===== src/rtl/paralelo_serial_pkg.sv =====
// Shared definitions for the parallel-to-serial framer: FSM encoding and the
// default idle pattern.
package paralelo_serial_pkg;

  typedef enum logic {
    SYNC = 1'b0,
    RUN  = 1'b1
  } ps_state_e;

  localparam logic [7:0] IDLE_DEFAULT = 8'hBC;

endpackage


===== src/rtl/paralelo_serial_param_if.sv =====
// Word-in / bit-out bus of the framer. master = word producer and stream
// observer, slave = the framer itself.
interface paralelo_serial_param_if #(
  parameter int DATA_W = 8
);
  logic [DATA_W-1:0] data_in;
  logic              valid_in;
  logic              ready;
  logic              serial_out;
  logic              frame_start;
  logic              active;

  modport master (
    output data_in, valid_in,
    input  ready, serial_out, frame_start, active
  );

  modport slave (
    input  data_in, valid_in,
    output ready, serial_out, frame_start, active
  );
endinterface


===== src/rtl/ps_bit_counter.sv =====
// Frame bit counter: counts 0..FRAME_W-1 and flags the last bit, whose
// closing edge reloads the shift register.
module ps_bit_counter #(
  parameter  int FRAME_W = 8,
  localparam int CNT_W   = (FRAME_W > 1) ? $clog2(FRAME_W) : 1
) (
  input  logic             clk,
  input  logic             reset_L,
  output logic [CNT_W-1:0] bit_cnt,
  output logic             load
);
  localparam logic [CNT_W-1:0] LAST = CNT_W'(FRAME_W - 1);

  assign load = (bit_cnt == LAST);

  // Reset parks on the last bit so the first edge after release is a load.
  always_ff @(posedge clk or negedge reset_L) begin
    if (!reset_L)  bit_cnt <= LAST;
    else if (load) bit_cnt <= '0;
    else           bit_cnt <= bit_cnt + 1'b1;
  end
endmodule


===== src/rtl/paralelo_serial_param.sv =====
// Parallel-to-serial framer, MSB first, with SYNC idle preamble after reset.
// Build option: define PARALELO_SERIAL_PARITY_EN to append an even-parity bit.
module paralelo_serial_param
  import paralelo_serial_pkg::*;
#(
  parameter int                DATA_W     = 8,
  parameter logic [DATA_W-1:0] IDLE_WORD  = DATA_W'(IDLE_DEFAULT),
  parameter int                SYNC_WORDS = 4
) (
  input  logic                    clk,
  input  logic                    reset_L,
  paralelo_serial_param_if.slave  bus
);
`ifdef PARALELO_SERIAL_PARITY_EN
  localparam int FRAME_W = DATA_W + 1;
`else
  localparam int FRAME_W = DATA_W;
`endif
  localparam int CNT_W = (FRAME_W > 1) ? $clog2(FRAME_W) : 1;
  localparam logic [7:0] SYNC_LAST = 8'(SYNC_WORDS - 1);

  logic [CNT_W-1:0]   bit_cnt;
  logic               load;
  logic [FRAME_W-1:0] sreg;
  logic [7:0]         sync_cnt;
  ps_state_e          state;

  function automatic logic [FRAME_W-1:0] build_frame(input logic [DATA_W-1:0] w);
`ifdef PARALELO_SERIAL_PARITY_EN
    return {w, ^w};
`else
    return w;
`endif
  endfunction

  ps_bit_counter #(.FRAME_W(FRAME_W)) u_cnt (
    .clk     (clk),
    .reset_L (reset_L),
    .bit_cnt (bit_cnt),
    .load    (load)
  );

  always_ff @(posedge clk or negedge reset_L) begin
    if (!reset_L) begin
      sreg     <= '0;
      sync_cnt <= '0;
      state    <= SYNC;
    end else if (load) begin
      case (state)
        SYNC: begin
          sreg     <= build_frame(IDLE_WORD);
          sync_cnt <= sync_cnt + 8'd1;
          if (sync_cnt == SYNC_LAST) state <= RUN;
        end
        RUN: begin
          // No backpressure: an absent word becomes an idle frame.
          sreg <= bus.valid_in ? build_frame(bus.data_in) : build_frame(IDLE_WORD);
        end
        default: state <= SYNC;
      endcase
    end else begin
      sreg <= {sreg[FRAME_W-2:0], 1'b0};
    end
  end

  // All outputs decode flops only; reset parks bit_cnt off zero.
  assign bus.serial_out  = sreg[FRAME_W-1];
  assign bus.frame_start = (bit_cnt == '0);
  assign bus.ready       = (state == RUN) && load;
  assign bus.active      = (state == RUN);
endmodule


===== src/flat_wrapper.sv =====
// flat-port wrapper written by rule: the top's interface ports become plain ports
module paralelo_serial_param_flat import paralelo_serial_pkg::*;
#(
  parameter int                DATA_W     = 8,
  parameter logic [DATA_W-1:0] IDLE_WORD  = DATA_W'(IDLE_DEFAULT),
  parameter int                SYNC_WORDS = 4
)
  (clk, reset_L, bus_data_in, bus_valid_in, bus_ready, bus_serial_out, bus_frame_start, bus_active);
  paralelo_serial_param_if #(.DATA_W(DATA_W)) bus_i ();
  input  logic clk;
  input  logic reset_L;
  input wire logic [$bits(bus_i.data_in)-1:0] bus_data_in;
  input wire logic [$bits(bus_i.valid_in)-1:0] bus_valid_in;
  output wire logic [$bits(bus_i.ready)-1:0] bus_ready;
  output wire logic [$bits(bus_i.serial_out)-1:0] bus_serial_out;
  output wire logic [$bits(bus_i.frame_start)-1:0] bus_frame_start;
  output wire logic [$bits(bus_i.active)-1:0] bus_active;
  assign bus_i.data_in = bus_data_in;
  assign bus_i.valid_in = bus_valid_in;
  assign bus_ready = bus_i.ready;
  assign bus_serial_out = bus_i.serial_out;
  assign bus_frame_start = bus_i.frame_start;
  assign bus_active = bus_i.active;
  paralelo_serial_param #(.DATA_W(DATA_W), .IDLE_WORD(IDLE_WORD), .SYNC_WORDS(SYNC_WORDS)) u_core (.clk(clk), .reset_L(reset_L), .bus(bus_i));
endmodule

===== config.mk =====
export PLATFORM = sky130hd
export DESIGN_NAME = paralelo_serial_param_flat
export DESIGN_NICKNAME = d
export VERILOG_FILES = /design/src/rtl/paralelo_serial_pkg.sv /design/src/rtl/paralelo_serial_param_if.sv /design/src/rtl/ps_bit_counter.sv /design/src/rtl/paralelo_serial_param.sv /design/src/flat_wrapper.sv
export SDC_FILE = /design/constraint.sdc
export NUM_CORES = 1
export LEC_CHECK = 0
export CORE_MARGIN = 1
export CORE_UTILIZATION = 49
export DETAILED_ROUTE_END_ITERATION = 12
export GPL_ROUTABILITY_DRIVEN = 0
export HOLD_SLACK_MARGIN = 0.06
export PLACE_DENSITY = 0.75
export SYNTH_ARGS = -nofsm -noshare
export SYNTH_HDL_FRONTEND = slang
export SYNTH_HIERARCHICAL = 1
export SYNTH_SLANG_ARGS = --single-unit

===== constraint.sdc =====
create_clock -name clk -period 2.1 [get_ports clk]
set_input_delay 0.21 -clock clk [delete_from_list [all_inputs] [get_ports clk]]
set_output_delay 0.21 -clock clk [all_outputs]
set_load 0.005 [all_outputs]

==> impl_metrics.tcl, run 1 <==
set metrics [dict create \
    cap_violations 0 \
    peakVddDrop_mv 0.3748 \
    crit_slowest_cell "dfstp_2" \
    grt.busiest_layer "met2" \
    powerDensity_mw_per_mm2 613.2 \
    crit_arrival_ns 2.02 \
    yosysTopAreaCellShare_pct 50.37 \
    clk_latency_ns 0.29 \
    synth-async-reset-ratio_pct 100.0 \
    grt_pass1_vias 571 \
    synthesis.nets 91 \
    hold_buffers 0 \
    multiInputGateArea_sq_um 330.3 \
    post_dp_cell_area_sq_mm 0.001006 \
    antennaDiodeCount 0 \
    fmax_mhz 545.8 \
    hold_viol_final 0 \
    pin_count 15 \
    seq_area_sq_um 504.2 \
    wl_per_cell_um 13.94 \
    dp_hpwl_um 1024 \
    syn_to_final_growth_pct 25.48 \
    failed_checks "DRC" \
    ys_types 21 \
    fin_crit_ns 1.832 \
    startpoint "u_core/u_cnt/bit_cnt[0]" \
    gr-total-overflow 0 \
    finish.net_count 109 \
    grt_use_total_pct 18.50 \
    clk_pin_slew_ns 0.11 \
    critPathLaunchType "register" \
    fin_tns_setup_ns 0 \
    dr.pass1.iters 8 \
    clockRootBuffer "clkbuf_4" \
    yosys_warnings 6 \
    syn_avg_cell_area_sq_um 11.11 \
    slew_violations 0 \
    cts_tree "done" \
    crit_path_cell_trace "ha_2 > ha_4 > nor2b_1 > mux2_2" \
    grt_first_pass_wirelength_um 2539 \
    min_path_type "input pin to asynchronous set/reset pin" \
    rows 14 \
    grt_max_degree 21 \
    die_w_um 43.52 \
    path_buf_inv 0 \
    drive_gt1_share_pct 15.05 \
    drtIter0Drc 8 \
    vias 584 \
    crit_family "flip-flops" \
    routed_via_density 5.358 \
    cp-end-kind "register" \
    fin_skew_ns 0.003024 \
    synth-edff-count 0 \
    numPortBuffers 14 \
    yosysTopAreaCell "dfrtp_1" \
    synth_area_sq_um 844.6 \
    die-height_um 43.52 \
    power.leakage_nw 0.5041 \
    h-tree-depth 1 \
    drc 4 \
    grt_util_met2_pct 29.39 \
    syn_inst 76 \
    clock_path_buffers 2 \
    start_util_pct 54.17 \
    antenna_left 0 \
    dieArea_sq_mm 0.001894 \
    timing.final.crit_share_pct 87.25 \
    post_cts_buffers 0 \
    crit_cells 4 \
    cts_num_sinks 20 \
    antenna_found_initial 0 \
    ys_ff_latch 20 \
    grt.met1_usage_pct 24.11 \
    totalWireLength_um 1520 \
    stdcell_area_sq_mm 0.001060 \
    worstMarginPinSlew_ns 0.4952 \
    required_ns 2.29 \
    rr_worst_depth 4 \
    relSlewSlack_pct 66.92 \
    critPathMaxStageDelay_ns 0.58 \
    final_common_cell "dfrtp_1" \
    global_route.usage.met3_pct 3.750 \
    setup-violations-final 0 \
    synth-seq-area-share_pct 59.70 \
    crit_type "register to register" \
    fp.coreArea_sq_mm 0.001559 \
    rsz0062_at_grt "false" \
    fillers 123 \
    synth_area_leaders "dfrtp_1 (50%), dfstp_2 (9.3%), ha_1 (5.9%)" \
    outcome "finished with violations" \
    rr_startpoint "u_core/u_cnt/bit_cnt[0]" \
    mostFrequentLayoutCells "dfrtp_1 (17), clkdlybuf4s50_1 (13), nor2_1 (13), nand2_1 (7)" \
    tritoncts.num_buffers 3 \
    ys.flop_type "dfrtp_1" \
    cp_max_fo 7 \
]
[registers in the layout, indices dropped and copies added (netlist names)]
register              cells
u_core/sync_cnt           8
u_core/sreg               8
u_core/bus.active         1
u_core/u_cnt/bit_cnt      3
[per-stage QoR]
stage,util (%),total power [W],setup slack (ns),hold slack [ns],std cells
3_5_place_dp,64.53,0.0004415,0.2832,0.4618,105
5_1_grt,67.98,0.0006789,0.1244,0.2409,109
4_1_cts,66.85,0.0006589,0.02566,0.2429,109
2_1_floorplan,-,0.0004094,0.4109,-0.08559,76
3_3_place_gp,64.53,0.0004392,0.3242,0.4593,105
6_report,67.98,0.0006499,0.2678,0.2404,109
[Yosys cell counts, types with 2 or more instances]
cell type,n
dfrtp_1,17
nand4_1,3
nand2_1,7
xor2_1,2
o22ai_1,2
ha_1,4
dfstp_2,3
a21oi_1,5
buf_2,2
inv_1,3
nor2_1,13
xnor2_1,5
and3_1,2
[cell families after synthesis]
| logic type | after synthesis | synth area share [%] |
|---|---|---|
| AND/OR/NAND/NOR | 30 | 16.45 |
| flip-flops | 20 | 59.70 |
| buffers and inverters | 6 | 2.962 |
| adder cells (fa/ha/maj) | 4 | 5.926 |
| XOR/XNOR | 7 | 7.259 |
| AO/OA/AOI/OAI | 8 | 6.370 |
| multiplexers | 1 | 1.333 |
[final timing paths]
check | end | slack [ns]
worst min-delay path | u_core/sreg[7] | 0.24
worst min register to register | u_core/sync_cnt[7] | 0.47
worst max register to register | u_core/sync_cnt[1] | 0.27
min in group clk | u_core/sreg[0] | 0.43
max in group asynchronous | u_core/u_cnt/bit_cnt[0] | 1.59
worst max-delay path | u_core/sync_cnt[1] | 0.27
[worst reg2reg max path: stages, from the launching register on]
cell	delay (ns)
dfstp_2	0.58
ha_2	0.19
ha_4	0.14
nor2b_1	0.43
mux2_2	0.39
[repair_timing]
item                                    in CTS  in global routing
endpoints found under the hold margin        0                  0
resized for setup                            0                  4
endpoints found under the setup margin       0                  1
[power breakdown]
| part | switching, W | internal [W] | leakage [nW] | total [W] |
|---|---|---|---|---|
| logic | 0.0000168 | 0.0000229 | 0.242 | 0.0000397 |
| registers | 0.00000191 | 0.000392 | 0.241 | 0.000394 |
| clock network | 0.000111 | 0.000106 | 0.0210 | 0.000216 |
[area by class of cell]
cell class              instances  area share, %
flip-flops and latches         20          47.58
multi-input cells              50          31.17
repair buffers                 16          14.88
clock buffers                   4          3.424
well taps                      16          1.889
inverters                       3          1.063
[layer usage]
metal,vias to the layer above,share of wire [%]
met1,284,48
met5,-,0
met3,2,2.8
met4,0,0.99
li1,288,-
met2,10,48
No activity file was read; power rests on OpenSTA's default activity.
==> run 2, diff against run 1 <==
--- a/config.mk
+++ b/config.mk
@@ -9,6 +9,7 @@
 export CORE_UTILIZATION = 49
 export DETAILED_ROUTE_END_ITERATION = 12
 export GPL_ROUTABILITY_DRIVEN = 0
+export GPL_TIMING_DRIVEN = 1
 export HOLD_SLACK_MARGIN = 0.06
 export PLACE_DENSITY = 0.75
 export SYNTH_ARGS = -nofsm -noshare
==> results of run 2 <==
Same layout as run 1: the final DEF is identical, and so are final timing and power.
==> run 3, diff against run 2 <==
--- a/config.mk
+++ b/config.mk
@@ -6,12 +6,12 @@
 export NUM_CORES = 1
 export LEC_CHECK = 0
 export CORE_MARGIN = 1
-export CORE_UTILIZATION = 49
+export CORE_UTILIZATION = 53
 export DETAILED_ROUTE_END_ITERATION = 12
 export GPL_ROUTABILITY_DRIVEN = 0
 export GPL_TIMING_DRIVEN = 1
 export HOLD_SLACK_MARGIN = 0.06
-export PLACE_DENSITY = 0.75
+export PLACE_DENSITY = 0.8
 export SYNTH_ARGS = -nofsm -noshare
 export SYNTH_HDL_FRONTEND = slang
 export SYNTH_HIERARCHICAL = 1
==> constraint.sdc (replaced) <==
create_clock -name clk -period 2.12 [get_ports clk]
set_input_delay 0.212 -clock clk [delete_from_list [all_inputs] [get_ports clk]]
set_output_delay 0.212 -clock clk [all_outputs]
set_load 0.005 [all_outputs]
==> run 3 against run 2 <==
The flow now finishes without violations. Worst setup slack worse by 0.19 ns. Cell count stayed put. Sequential power is 1% lower. Clock power is 14% lower. Power is 5.6% lower. Highest routed layer unchanged.
==> impl_metrics.tcl, run 3 (synthesis gave the netlist of run 1 again) <==
set metrics [dict create \
    outcome "completed" \
    worstMarginPinSlew_ns 0.4866 \
    rows 14 \
    drtIter0Drc 9 \
    powerDensity_mw_per_mm2 593.0 \
    cap_violations 0 \
    antennaDiodeCount 0 \
    setup_ws_ns 0.07687 \
    clk_pin_slew_ns 0.11 \
    post_cts_buffers 0 \
    vias 564 \
    finish.net_count 109 \
    setup-violations-final 0 \
    rr_startpoint "u_core/u_cnt/bit_cnt[0]" \
    clock_path_buffers 2 \
    drc 0 \
    crit_arrival_ns 1.83 \
    clockRootBuffer "clkbuf_4" \
    grt_use_total_pct 20.00 \
    critPathLaunchType "register" \
    rsz0062_at_grt "false" \
    grt_max_degree 21 \
    dp.cells 105 \
    min_path_type "input pin to asynchronous set/reset pin" \
    final_common_cell "dfrtp_1" \
    syn_to_final_growth_pct 22.52 \
    post_cts_resize_count 0 \
    die_w_um 41.92 \
    fillers 110 \
    required_ns 1.91 \
    hold_buffers 0 \
    die-height_um 41.92 \
    stdcell_count 109 \
    power.leakage_nw 0.4804 \
    r2r_slack_ns 0.28 \
    cts_tree "done" \
    fin_skew_ns 0.001239 \
    relSlewSlack_pct 67.49 \
    peakVddDrop_mv 0.4418 \
    numPortBuffers 14 \
    tritoncts.num_buffers 3 \
    timing.final.crit_share_pct 96.37 \
    fp.coreArea_sq_mm 0.001489 \
    mostFrequentLayoutCells "dfrtp_1 (17), clkdlybuf4s50_1 (14), nor2_1 (13), nand2_1 (7)" \
    fin_crit_ns 2.043 \
    grt_first_pass_wirelength_um 2628 \
    crit_type "register to output port" \
    cp_max_fo 5 \
    clk_latency_ns 0.29 \
    slew_violations 0 \
    drive_gt1_share_pct 12.90 \
    dp_slack_ns 0.2998 \
    fmax_mhz 489.4 \
    pin_count 15 \
    cp-end-kind "output port" \
    dp_hpwl_um 1069 \
    fin_tns_setup_ns 0 \
    reg_top3 "u_core/sreg x8, u_core/sync_cnt x8, u_core/u_cnt/bit_cnt x3" \
    h-tree-depth 1 \
    totalWireLength_um 1447 \
    routed_via_density 5.174 \
    dr.pass1.iters 3 \
    rr_endpoint "u_core/sync_cnt[1]" \
    rr_worst_depth 4 \
    gr-total-overflow 0 \
    antenna_left 0 \
    fin_util_pct 69.50 \
    wl_per_cell_um 13.28 \
    hold_viol_final 0 \
    dieArea_sq_mm 0.001757 \
    cts_num_sinks 20 \
    antenna_found_initial 0 \
    start_util_pct 56.72 \
    whs_ns 0.2313 \
    grt_pass1_vias 626 \
]
run 3: cell count changes in the layout (fill, tap and decap cells not counted), sizes merged:
cell	delta
dlymetal6s2s	-1
clkdlybuf4s50	+1
run 3: how the worst max path moves through the flow:
stage	cells after the start	slack, ns	startpoint	end
after CTS	4	0.06	u_core/u_cnt/bit_cnt[0]	bus_ready
after detailed placement	4	0.30	u_core/u_cnt/bit_cnt[0]	u_core/sync_cnt[1]
after global routing	4	0.002	u_core/u_cnt/bit_cnt[0]	bus_ready
after global placement	4	0.34	u_core/u_cnt/bit_cnt[0]	u_core/sync_cnt[1]
after floorplan	6	0.43	u_core/u_cnt/bit_cnt[0]	u_core/sync_cnt[1]
final	4	0.08	u_core/u_cnt/bit_cnt[0]	bus_ready
run 3: area by class of cell:
cell class	count	area, sq um	share of cell area, %
tap	16	20.02	1.935
inverter	3	11.26	1.088
multi-input combinational	50	317.8	30.71
timing repair buffer	16	155.1	14.99
sequential	20	504.2	48.73
clock buffer	4	26.28	2.539
run 3: worst max-delay path, cell delays in order, from the launching register on:
cell	delay, ns
dfstp_2	0.56
ha_1	0.15
ha_2	0.20
and2_1	0.13
clkdlybuf4s50_1	0.49
run 3: routing by layer:
metal  global-route usage, %  vias to the layer above  wire length [um]
met2                   30.94                       10               677
met1                   26.67                      266               697
met3                   3.478                        4                51
li1                        -                      284                 -
met5                       0                        -                 0
met4                   10.97                        0                21
run 3: through the flow:
| step | total power [W] | area (sq um) |
|---|---|---|
| detailed placement | 0.0004368 | 1006 |
| global placement | 0.0004352 | 1006 |
| global route | 0.0006356 | 1035 |
| CTS | 0.0006168 | 1032 |
| finish | 0.0006136 | 1035 |
| floorplan | 0.0004055 | 844.6 |
run 3: power breakdown:
part / internal [W] / switching [W]
logic: 0.0000227 / 0.0000160
clock network: 0.0000732 / 0.000112
registers: 0.000388 / 0.00000184
